### config.mk
export PLATFORM = sky130hd
export DESIGN_NAME = router_pkt_tx
export DESIGN_NICKNAME = d
export VERILOG_FILES = /design/src/rtl/router_pkg.sv /design/src/rtl/router_tx_buf.sv /design/src/rtl/router_pkt_tx.sv
export SDC_FILE = /design/constraint.sdc
export NUM_CORES = 1
export LEC_CHECK = 0
export BUFFER_PORTS_ARGS = -buffer_cell sky130_fd_sc_hd__clkbuf_2
export CAP_MARGIN = 20
export CORE_AREA = 3 3 231 233
export CTS_BUF_LIST = sky130_fd_sc_hd__clkbuf_8
export CTS_CLUSTER_SIZE = 24
export DETAILED_ROUTE_END_ITERATION = 6
export DIE_AREA = 0 0 234 236
export GPL_ROUTABILITY_DRIVEN = 0
export SLEW_MARGIN = 5
export SYNTH_ARGS = -nofsm -noshare
export SYNTH_HDL_FRONTEND = slang
export SYNTH_SLANG_ARGS = --single-unit
### constraint.sdc
create_clock -name clk_i -period 3.1 [get_ports clk_i]
set_input_delay 0.465 -clock clk_i [delete_from_list [all_inputs] [get_ports clk_i]]
set_output_delay 0.465 -clock clk_i [all_outputs]
set_load 0.02 [all_outputs]
### src/rtl/router_pkg.sv
// Constants shared with the router input FSM: header layout, illegal port, tx states.
// Header byte is {payload length, destination port}; port 3 does not exist.
package router_pkg;
   localparam int DEF_DATA_W  = 8;
   localparam int DEF_MAX_LEN = 63;
   localparam int ADDR_W      = 2;
   localparam logic [ADDR_W-1:0] ADDR_INVALID = 2'b11;

   typedef enum logic [2:0] {
      ST_IDLE    = 3'd0,
      ST_HEADER  = 3'd1,
      ST_PAYLOAD = 3'd2,
      ST_PARITY  = 3'd3,
      ST_DONE    = 3'd4
   } tx_state_e;
endpackage

### src/rtl/router_tx_buf.sv
// Payload buffer: register array filled in order, combinational read, cleared by flush.
// Single-cycle write; a write while full is ignored (the caller reports the error).
module router_tx_buf #(
   parameter int DATA_W = 8,
   parameter int DEPTH  = 63,
   parameter int CNT_W  = $clog2(DEPTH + 1)
) (
   input  logic              clk_i,
   input  logic              reset_i,
   input  logic              wr_en_i,
   input  logic [DATA_W-1:0] wr_data_i,
   input  logic              flush_i,
   input  logic [CNT_W-1:0]  rd_addr_i,
   output logic [DATA_W-1:0] rd_data_o,
   output logic [CNT_W-1:0]  count_o,
   output logic              full_o
);
   logic [DATA_W-1:0] mem_q [DEPTH];
   logic [CNT_W-1:0]  count_q;
   logic              wr_ok;

   assign full_o  = (count_q == CNT_W'(DEPTH));
   assign wr_ok   = wr_en_i && !full_o && !flush_i;
   assign count_o = count_q;

   // Buffer only drains by flush, so the count doubles as the write pointer.
   always_ff @(posedge clk_i) begin
      if (reset_i || flush_i) begin
         count_q <= '0;
      end else if (wr_ok) begin
         count_q <= count_q + 1'b1;
      end
   end

   always_ff @(posedge clk_i) begin
      if (wr_ok) begin
         mem_q[count_q] <= wr_data_i;
      end
   end

   assign rd_data_o = (rd_addr_i < CNT_W'(DEPTH)) ? mem_q[rd_addr_i] : '0;
endmodule

### src/rtl/router_pkt_tx.sv
// Packet source for a router port: header, buffered payload, then XOR parity byte.
// Header appears 1 cycle after start; each byte is held until an edge with busy low.
module router_pkt_tx
   import router_pkg::*;
#(
   parameter int DATA_W  = DEF_DATA_W,
   parameter int MAX_LEN = DEF_MAX_LEN
) (
   input  logic              clk_i,
   input  logic              reset_i,
   input  logic              wr_en_i,
   input  logic [DATA_W-1:0] wr_data_i,
   input  logic              start_i,
   input  logic [ADDR_W-1:0] dest_addr_i,
   input  logic              abort_i,
   input  logic              busy_i,
   output logic              pkt_valid_o,
   output logic [DATA_W-1:0] data_out_o,
   output logic              tx_busy_o,
   output logic              tx_done_o,
   output logic              err_o,
   output logic [5:0]        buf_count_o
);
   localparam int CNT_W = $clog2(MAX_LEN + 1);
   localparam int LEN_W = DATA_W - ADDR_W;

   tx_state_e         state_q;
   logic [CNT_W-1:0]  rd_ptr_q, rd_addr_d, count, cnt_eff_d;
   logic [DATA_W-1:0] parity_q, data_out_q, rd_data, hdr_d;
   logic              pkt_valid_q, tx_busy_q, tx_done_q, err_q;
   logic              full, idle, wr_ok_d, start_ok_d, flush_d, last_d;

   assign idle       = (state_q == ST_IDLE);
   assign wr_ok_d    = wr_en_i && idle && !full && !abort_i;
   // A write in the same cycle as start is part of the packet.
   assign cnt_eff_d  = count + CNT_W'(wr_ok_d);
   assign start_ok_d = (cnt_eff_d != '0) && (dest_addr_i != ADDR_INVALID);
   assign hdr_d      = {LEN_W'(cnt_eff_d), dest_addr_i};
   assign flush_d    = abort_i || (state_q == ST_DONE);
   assign last_d     = (rd_ptr_q == count - 1'b1);
   assign rd_addr_d  = (state_q == ST_HEADER) ? '0 : rd_ptr_q + 1'b1;

   router_tx_buf #(.DATA_W(DATA_W), .DEPTH(MAX_LEN), .CNT_W(CNT_W)) u_buf (
      .clk_i     (clk_i),
      .reset_i   (reset_i),
      .wr_en_i   (wr_ok_d),
      .wr_data_i (wr_data_i),
      .flush_i   (flush_d),
      .rd_addr_i (rd_addr_d),
      .rd_data_o (rd_data),
      .count_o   (count),
      .full_o    (full)
   );

   always_ff @(posedge clk_i) begin
      if (reset_i) begin
         state_q     <= ST_IDLE;
         rd_ptr_q    <= '0;
         parity_q    <= '0;
         data_out_q  <= '0;
         pkt_valid_q <= 1'b0;
         tx_busy_q   <= 1'b0;
         tx_done_q   <= 1'b0;
         err_q       <= 1'b0;
      end else begin
         err_q     <= 1'b0;
         tx_done_q <= 1'b0;
         if (abort_i) begin
            state_q     <= ST_IDLE;
            data_out_q  <= '0;
            pkt_valid_q <= 1'b0;
            tx_busy_q   <= 1'b0;
         end else begin
            case (state_q)
               ST_IDLE: begin
                  if (wr_en_i && full) err_q <= 1'b1;
                  if (start_i && start_ok_d) begin
                     state_q     <= ST_HEADER;
                     parity_q    <= hdr_d;
                     data_out_q  <= hdr_d;
                     pkt_valid_q <= 1'b1;
                     tx_busy_q   <= 1'b1;
                  end else if (start_i) begin
                     err_q <= 1'b1;
                  end
               end
               ST_HEADER: begin
                  if (!busy_i) begin
                     state_q    <= ST_PAYLOAD;
                     rd_ptr_q   <= '0;
                     data_out_q <= rd_data;
                  end
               end
               ST_PAYLOAD: begin
                  // data_out_q holds the byte being accepted, so it folds straight into parity.
                  if (!busy_i) begin
                     parity_q <= parity_q ^ data_out_q;
                     if (last_d) begin
                        state_q     <= ST_PARITY;
                        pkt_valid_q <= 1'b0;
                        data_out_q  <= parity_q ^ data_out_q;
                     end else begin
                        rd_ptr_q   <= rd_ptr_q + 1'b1;
                        data_out_q <= rd_data;
                     end
                  end
               end
               ST_PARITY: begin
                  if (!busy_i) begin
                     state_q    <= ST_DONE;
                     data_out_q <= '0;
                     tx_done_q  <= 1'b1;
                  end
               end
               ST_DONE: begin
                  state_q   <= ST_IDLE;
                  tx_busy_q <= 1'b0;
               end
               default: state_q <= ST_IDLE;
            endcase
         end
         if (wr_en_i && !idle) err_q <= 1'b1;
      end
   end

   assign pkt_valid_o = pkt_valid_q;
   assign data_out_o  = data_out_q;
   assign tx_busy_o   = tx_busy_q;
   assign tx_done_o   = tx_done_q;
   assign err_o       = err_q;
   assign buf_count_o = 6'(count);
endmodule
**After elaboration in Yosys (flattened, before gate mapping)**

Memory sizes are Yosys's and may differ from the RTL's.
Index checks and enable logic that the tools add are counted.
W data, S select, Z words.

- $add $sub $neg: 4
- Magnitude comparators: 1
- Equality and inequality tests: 13
- Multiplexer cells: 34
- Bitwise operators: 3
- Reduce and logical (&&, ||, !) cells: 29

Operators by type and width:

| cell | count |
|---|---|
| $mux W8 | 7 |
| $pmux W8 S4 | 1 |
| $mux W6 | 4 |
| $pmux W8 S2 | 1 |
| $mux W3 | 5 |
| $reduce_and A5 Y1 | 3 |
| $add A6 B1 Y6 const B | 2 |
| $mux W1 | 12 |
| $ne A2 B2 Y1 const B | 6 |
| $pmux W3 S4 | 1 |
| $pmux W6 S2 | 1 |
| $logic_and A1 B1 Y1 | 9 |
| $reduce_and A4 Y1 | 2 |
| $xor A8 B8 Y8 | 1 |
| $add A6 B1 Y6 | 1 |
| $eq A3 B2 Y1 const B | 2 |
| $eq A6 B6 Y1 | 1 |
| $eq A6 B6 Y1 const B | 1 |
| $lt A6 B6 Y1 const B | 1 |
| $reduce_bool A2 Y1 | 3 |
| $reduce_bool A6 Y1 | 1 |
| $sub A6 B1 Y6 const B | 1 |
| $logic_not A1 Y1 | 4 |
| $pmux W1 S2 | 2 |
| other kinds (10) | 12 |

- Register bits: 35
- Bits in writable memories: 504
- Bits of input ports: 16
- Output and inout bits: 18
- Logic and storage cells: 94
- Memories kept: 1

Memories:

| name | words | width | rd ports | clocked after memory_dff | wr ports | RTL line | RTL |
|---|---|---|---|---|---|---|---|
| u_buf.mem_q | 63 | 8 | 1 | 0 | 1 | router_tx_buf.sv:18 | `logic [DATA_W-1:0] mem_q [DEPTH];` |

**Depth between registers and ports, before layout**

- Word-level depth: 12
- Gate-level depth with buffers: 15

**By module**

A second synthesis with hierarchy kept.

- Cell total of the unflattened synthesis: 1,284
- Area total of the unflattened synthesis: 22,145.0 sq um

Modules (own cells, without submodules):

| module | instances | cells an instance | area each (sq um) | seq. area each (sq um) |
|---|---|---|---|---|
| router_tx_buf | 1 | 1,018 | 20,039.2 | 15,254.6 |
| router_pkt_tx | 1 | 266 | 2,105.8 | 580.6 |

**Worst setup path after synthesis**

OpenSTA, ideal clock, no wires.

- Path kind: register -> register
- Start: register u_buf.count_q[3] (netlist: u_buf.count_o[3])
- End: register parity_q[6]
- Setup time: 0.070 ns
- Arrival time: 3.386 ns
- Data required time: 3.030 ns
- Path slack: -0.357 ns
- Stages on the path, launching flop included: 15
- Clock period less this slack: 3.457 ns
- Cells stage by stage: dfxtp_1 buf_4 nand3_1 or2_2 and4b_1 buf_2 ha_1 ha_1 a31o_2 and4_1 a2111oi_2 o21ai_1 buf_2 a211o_1 a21oi_1

- Word-level cells in the longest chain between the ends: 10
- Elaborated cells between the ends (all ways): 12

RTL lines:

| item | RTL line | RTL |
|---|---|---|
| from (decl) | router_tx_buf.sv:19 | `logic [CNT_W-1:0] count_q;` |
| from (signal assigned) | router_tx_buf.sv:31 | `count_q <= count_q + 1'b1;` |
| $eq A6 B6 Y1 | router_tx_buf.sv:22 | `assign full_o = (count_q == CNT_W'(DEPTH));` |
| $logic_not A1 Y1 | router_pkt_tx.sv:34 | `assign wr_ok_d = wr_en_i && idle && !full && !abort_i;` |
| $logic_and A1 B1 Y1 (2 in a row) | router_pkt_tx.sv:34 |  |
| $add A6 B1 Y6 (*) | router_pkt_tx.sv:36 | `assign cnt_eff_d = count + CNT_W'(wr_ok_d);` |
| $reduce_bool A6 Y1 | router_pkt_tx.sv:37 | `assign start_ok_d = (cnt_eff_d != '0) && (dest_addr_i != ADDR_INVALID);` |
| $logic_and A1 B1 Y1 | router_pkt_tx.sv:37 |  |
| $logic_and A1 B1 Y1 | router_pkt_tx.sv:77 | `if (start_i && start_ok_d) begin` |
| $ne A2 B1 Y1 (no source line) | n/a |  |
| $reduce_and A4 Y1 (no source line) | n/a |  |
| to (signal assigned) | router_pkt_tx.sv:79 | `parity_q <= hdr_d;` |
| to (signal assigned) | router_pkt_tx.sv:97 | `parity_q <= parity_q ^ data_out_q;` |
| to (decl) | router_pkt_tx.sv:29 | `logic [DATA_W-1:0] parity_q, data_out_q, rd_data, hdr_d;` |

Mark *: on every way between the ends. The rest lies on a longest branch, timed or not. The select of a mux whose other input is x is not followed.
A chain may end at the register's enable or synchronous reset.

**Final worst setup path**

- Start: register rd_ptr_q[0]
- End: register data_out_q[1] (netlist: data_out_o[1])

- Word-level cells in the longest chain between the ends: 7
- Elaborated cells between the ends (all ways): 10

RTL lines:

| item | RTL line | RTL |
|---|---|---|
| from (decl) | router_pkt_tx.sv:28 | `logic [CNT_W-1:0] rd_ptr_q, rd_addr_d, count, cnt_eff_d;` |
| from (signal assigned) | router_pkt_tx.sv:103 | `rd_ptr_q <= rd_ptr_q + 1'b1;` |
| $add A6 B1 Y6 | router_pkt_tx.sv:41 | `assign rd_addr_d = (state_q == ST_HEADER) ? '0 : rd_ptr_q + 1'b1;` |
| $mux W6 | router_pkt_tx.sv:41 |  |
| $mem_v2 Z63 W8 or $lt A6 B6 Y1 (tied branches) | n/a |  |
| $mux W8 | router_tx_buf.sv:41 | `assign rd_data_o = (rd_addr_i < CNT_W'(DEPTH)) ? mem_q[rd_addr_i] : '0;` |
| $mux W8 | router_pkt_tx.sv:98 | `if (last_d) begin` |
| $mux W8 | router_pkt_tx.sv:96 | `if (!busy_i) begin` |
| $pmux W8 S4 (*) | router_pkt_tx.sv:74 | `case (state_q)` |
| to (signal assigned) | router_pkt_tx.sv:80 | `data_out_q <= hdr_d;` |
| to (signal assigned) | router_pkt_tx.sv:101 | `data_out_q <= parity_q ^ data_out_q;` |
| to (signal assigned) | router_pkt_tx.sv:104 | `data_out_q <= rd_data;` |
| to (decl) | router_pkt_tx.sv:29 |  |

Marks and branches as above.

==> impl_metrics.py <==
metrics = {
    "outcome": {
        "status": "complete, no violations",
    },
    "routing": {
        "ant_nets": 0,
        "drt_iter0_markers": 1769,
        "wire_per_inst_um": 27.0,
        "drcViolationCount": 0,
        "detail_route.wirelength_mm": 69.3,
        "viasPerCell": 6.06,
        "dr.pass1.iters": 5,
        "num_vias": 15500,
    },
    "setup_path": {
        "critical_path.slowest_cell": "nor2_1",
        "reg2reg_to": "data_out_o[1]$_SDFFE_PP0P_",
        "reg2reg_slack_ns": 0.04,
        "worstPathCellList": "ha_4 > nor2_1 > nand2_2 > o221ai_1 > o221a_2 > o32ai_1 > a221oi_2 > o31ai_2",
        "path_max_fanout": 9,
        "cp.required_ns": 3.65,
        "crit_path_start": "rd_ptr_q[0]$_SDFFE_PP0P_",
        "cpPeakStageDelay_ns": 0.48,
        "r2r-start": "rd_ptr_q[0]$_SDFFE_PP0P_",
        "crit_cells": 8,
        "end_kind": "flop",
        "critPathBufInv": 0,
        "crit_arrival_ns": 3.60,
        "endpoint": "data_out_o[1]$_SDFFE_PP0P_",
        "startpoint_type": "flop",
        "critPathKind": "flop to flop",
        "cp_top_family": "compound AO/OA/AOI/OAI gates",
        "reg2regPathDepth": 8,
    },
    "floorplan": {
        "pin_count": 34,
        "rows": 83,
        "die_area_mm2": 0.0552,
        "dieWidth_um": 234,
        "start_util_pct": 44.8,
        "core-area_mm2": 0.0514,
        "die_h_um": 236,
    },
    "grt": {
        "grt.total_usage_pct": 25.2,
        "grt_max_degree": 64,
        "grt_pass1_vias": 15200,
        "grt-ovfl-total": 0,
        "antenna_found_initial": 0,
        "grt_first_pass_wirelength_mm": 103,
    },
    "cts": {
        "htreeDepth": 3,
        "cts_tree": "yes",
        "clkTransAtPathRegs_ns": 0.06,
        "clock_latency_ns": 0.67,
        "numCtsBuffers": 89,
        "cts_root_buf": "clkbuf_8",
        "clock_path_buffers": 3,
        "numClockSinks": 539,
        "hold_buffers": 0,
    },
    "synthesis": {
        "synth.mux.area_fraction_pct": 6.67,
        "seq_area_frac_synth_pct": 68.8,
        "synth-seq-cells": 539,
        "ys_warn_count": 0,
        "netlist_area_mm2": 0.0230,
        "ys.flop_type": "edfxtp_1",
        "synthAdderAreaFrac_pct": 0.272,
        "syn_inst": 1624,
        "synth_edf_count": 504,
        "synth_compound_area_share_pct": 12.0,
        "synth_top_family_by_area": "compound AO/OA/AOI/OAI gates",
        "async_reset_ff_share_pct": 0,
        "synthXorXnorAreaFrac_pct": 1.03,
        "syn_avg_cell_area_um2": 14.2,
        "syn-num-nets": 1645,
        "yosys.area_share.simple_pct": 8.65,
        "yosysUniqueCellTypes": 85,
    },
    "place": {
        "numPortBuffers": 33,
        "hpwl_mm": 45.2,
        "place_inst": 2406,
        "pre_cts_slack_ns": 0.0817,
    },
    "timing": {
        "fin_tns_setup_ns": 0,
        "finalCritPeriodShare_pct": 98.6,
        "setup_ws_ns": 0.0433,
        "slew_headroom_pct": 31.6,
        "tightest_slew_ns": 1.02,
        "skew_ns": 0.0309,
        "rsz0062_at_grt": "no",
        "setup_viol": 0,
        "slew_viol_final": 0,
        "finalHoldViolCount": 0,
        "timing.fmax_mhz": 327,
        "min_period_ns": 3.06,
    },
    "layout": {
        "fin_nets": 1841,
        "drive_above_1_share_pct": 23.0,
        "final_cells": 2562,
        "antenna_cells": 0,
        "synthToLayoutAreaGrowth_pct": 16.6,
    },
    "power": {
        "p_leak_nw": 8.80,
        "ir_worst_vdd_mv": 0.322,
        "powerDensity_mw_per_mm2": 521,
        "power_mw": 14.0,
    },
    "run": {
        "maxCapViolations": 0,
    },
    "hold_path": {
        "hp-class": "input pin to flop",
    },
}
## routing by layer
metal / share of wire, % / global-route usage, % / up-vias / wire length [µm]
met5: 0 / 0 / - / 0
met4: 3.4 / 9.53 / 0 / 2350
met3: 10 / 6.33 / 140 / 7030
met2: 45 / 37.4 / 813 / 31200
met1: 41 / 36.0 / 7804 / 28700
li1: - / - / 6778 / -
## cell usage after synthesis (5+ instances only)
cell	count	area share (%)
a2111oi_0	5	0.19
o221ai_1	21	0.80
a221oi_1	10	0.38
nand2b_1	23	0.62
a21oi_1	81	1.8
edfxtp_1	504	66
clkbuf_1	43	0.70
mux2_2	19	0.93
ha_1	5	0.27
nor2b_1	10	0.27
nor3_1	21	0.46
o21a_1	5	0.16
o21ai_0	68	1.5
mux2i_1	60	2.6
and3_1	5	0.14
mux4_2	32	3.1
buf_6	6	0.29
a22oi_1	16	0.52
nor2_1	133	2.2
o31ai_1	7	0.23
inv_1	10	0.16
nand2_1	93	1.5
buf_1	18	0.29
nand4_1	7	0.19
or3_1	14	0.38
o32ai_1	5	0.19
a31o_2	5	0.19
nand3b_1	5	0.16
xnor2_1	17	0.65
a2bb2oi_1	15	0.57
nor3b_1	6	0.20
o211ai_1	27	0.88
a311oi_1	11	0.42
a211oi_1	23	0.75
or2_2	9	0.24
nand3_1	49	1.1
o22ai_1	20	0.54
and2_1	21	0.57
buf_2	50	1.1
dfxtp_1	35	3.0
a31oi_1	17	0.46
o2111ai_1	6	0.23
xor2_1	10	0.38
## power breakdown
group / switching, mW / total, mW / internal (mW)
clock: 2.75 / 5.62 / 2.87
sequential: 0.00914 / 7.97 / 7.96
combinational: 0.279 / 0.385 / 0.106
## worst min-delay path by stage
stage	cells after the start	endpoint	startpoint	slack (ns)
finish	3	err_o$_SDFF_PP0_	wr_en_i	0.05
floorplan	2	parity_q[7]$_SDFFE_PP0P_	parity_q[7]$_SDFFE_PP0P_	0.46
global route	3	err_o$_SDFF_PP0_	wr_en_i	0.05
global placement	2	tx_busy_o$_SDFFE_PP0P_	tx_busy_o$_SDFFE_PP0P_	0.44
detailed placement	2	tx_busy_o$_SDFFE_PP0P_	tx_busy_o$_SDFFE_PP0P_	0.44
CTS	3	err_o$_SDFF_PP0_	wr_en_i	0.003
## worst register-to-register path, cell delays in order (launching register included)
cell and delay [ns]:
dfxtp_4 0.44, ha_4 0.28, nor2_1 0.48, nand2_2 0.40, o221ai_1 0.44, o221a_2 0.31
o32ai_1 0.11, a221oi_2 0.39, o31ai_2 0.08
## cells in the final DEF, fill, tap and decap left out, types with 7 or more instances in the layout
| master | count |
|---|---|
| a211oi_1 | 23 |
| a21oi_1 | 80 |
| a221oi_1 | 10 |
| a22oi_1 | 16 |
| a2bb2oi_1 | 15 |
| a311oi_1 | 10 |
| a31oi_1 | 17 |
| and2_1 | 21 |
| buf_12 | 17 |
| buf_4 | 173 |
| clkbuf_2 | 33 |
| clkbuf_8 | 91 |
| clkinv_1 | 24 |
| clkinv_2 | 7 |
| dfxtp_1 | 26 |
| dfxtp_2 | 7 |
| edfxtp_1 | 504 |
| inv_1 | 36 |
| mux2_2 | 19 |
| mux2i_1 | 60 |
| mux4_2 | 32 |
| nand2_1 | 92 |
| nand2b_1 | 23 |
| nand3_1 | 48 |
| nand4_1 | 7 |
| nor2_1 | 132 |
| nor2b_1 | 10 |
| nor3_1 | 21 |
| o211ai_1 | 27 |
| o21ai_0 | 67 |
| o221ai_1 | 21 |
| o22ai_1 | 20 |
| o31ai_1 | 7 |
| or2_2 | 7 |
| or3_1 | 14 |
| xnor2_1 | 14 |
| xor2_1 | 9 |
## cell type report
type,count,area (µm²)
Clock inverter,62,307
Fill cell,4261,24600
Inverter,11,41.3
Timing Repair Buffer,223,1800
Multi-Input combinational cell,956,6730
Clock buffer,91,1250
Sequential cell,539,15900
Tap cell,680,851
## logic make-up after synthesis
group / after synthesis
fa+ha+maj: 5
buf+inv: 130
mux: 111
flops: 539
simple gates: 415
compound gates: 397
xor+xnor: 27
## repair_timing
action | in CTS | in global routing
gates resized for setup | 0 | 12
buffers inserted | 0 | 2
setup endpoints to repair | 0 | 14
endpoints found under the hold margin | 0 | 0
## metrics by stage
stage	utilization [%]	instance area (µm²)	hold slack [ns]
2_1_floorplan	-	23100	0.462
3_3_place_gp	49.1	25200	0.435
3_5_place_dp	49.1	25200	0.440
4_1_cts	52.1	26800	0.00303
5_1_grt	52.2	26800	0.0476
6_report	52.2	26800	0.0481
## flip-flops by register name, summed over array words and instances (netlist names)
signal,cells
u_buf.mem_q,504
data_out_o,8
parity_q,8
rd_ptr_q,6
u_buf.count_o,6
state_q,3
err_o,1
pkt_valid_o,1
tx_busy_o,1
tx_done_o,1
Note: power is estimated with default switching activity, not from simulation.
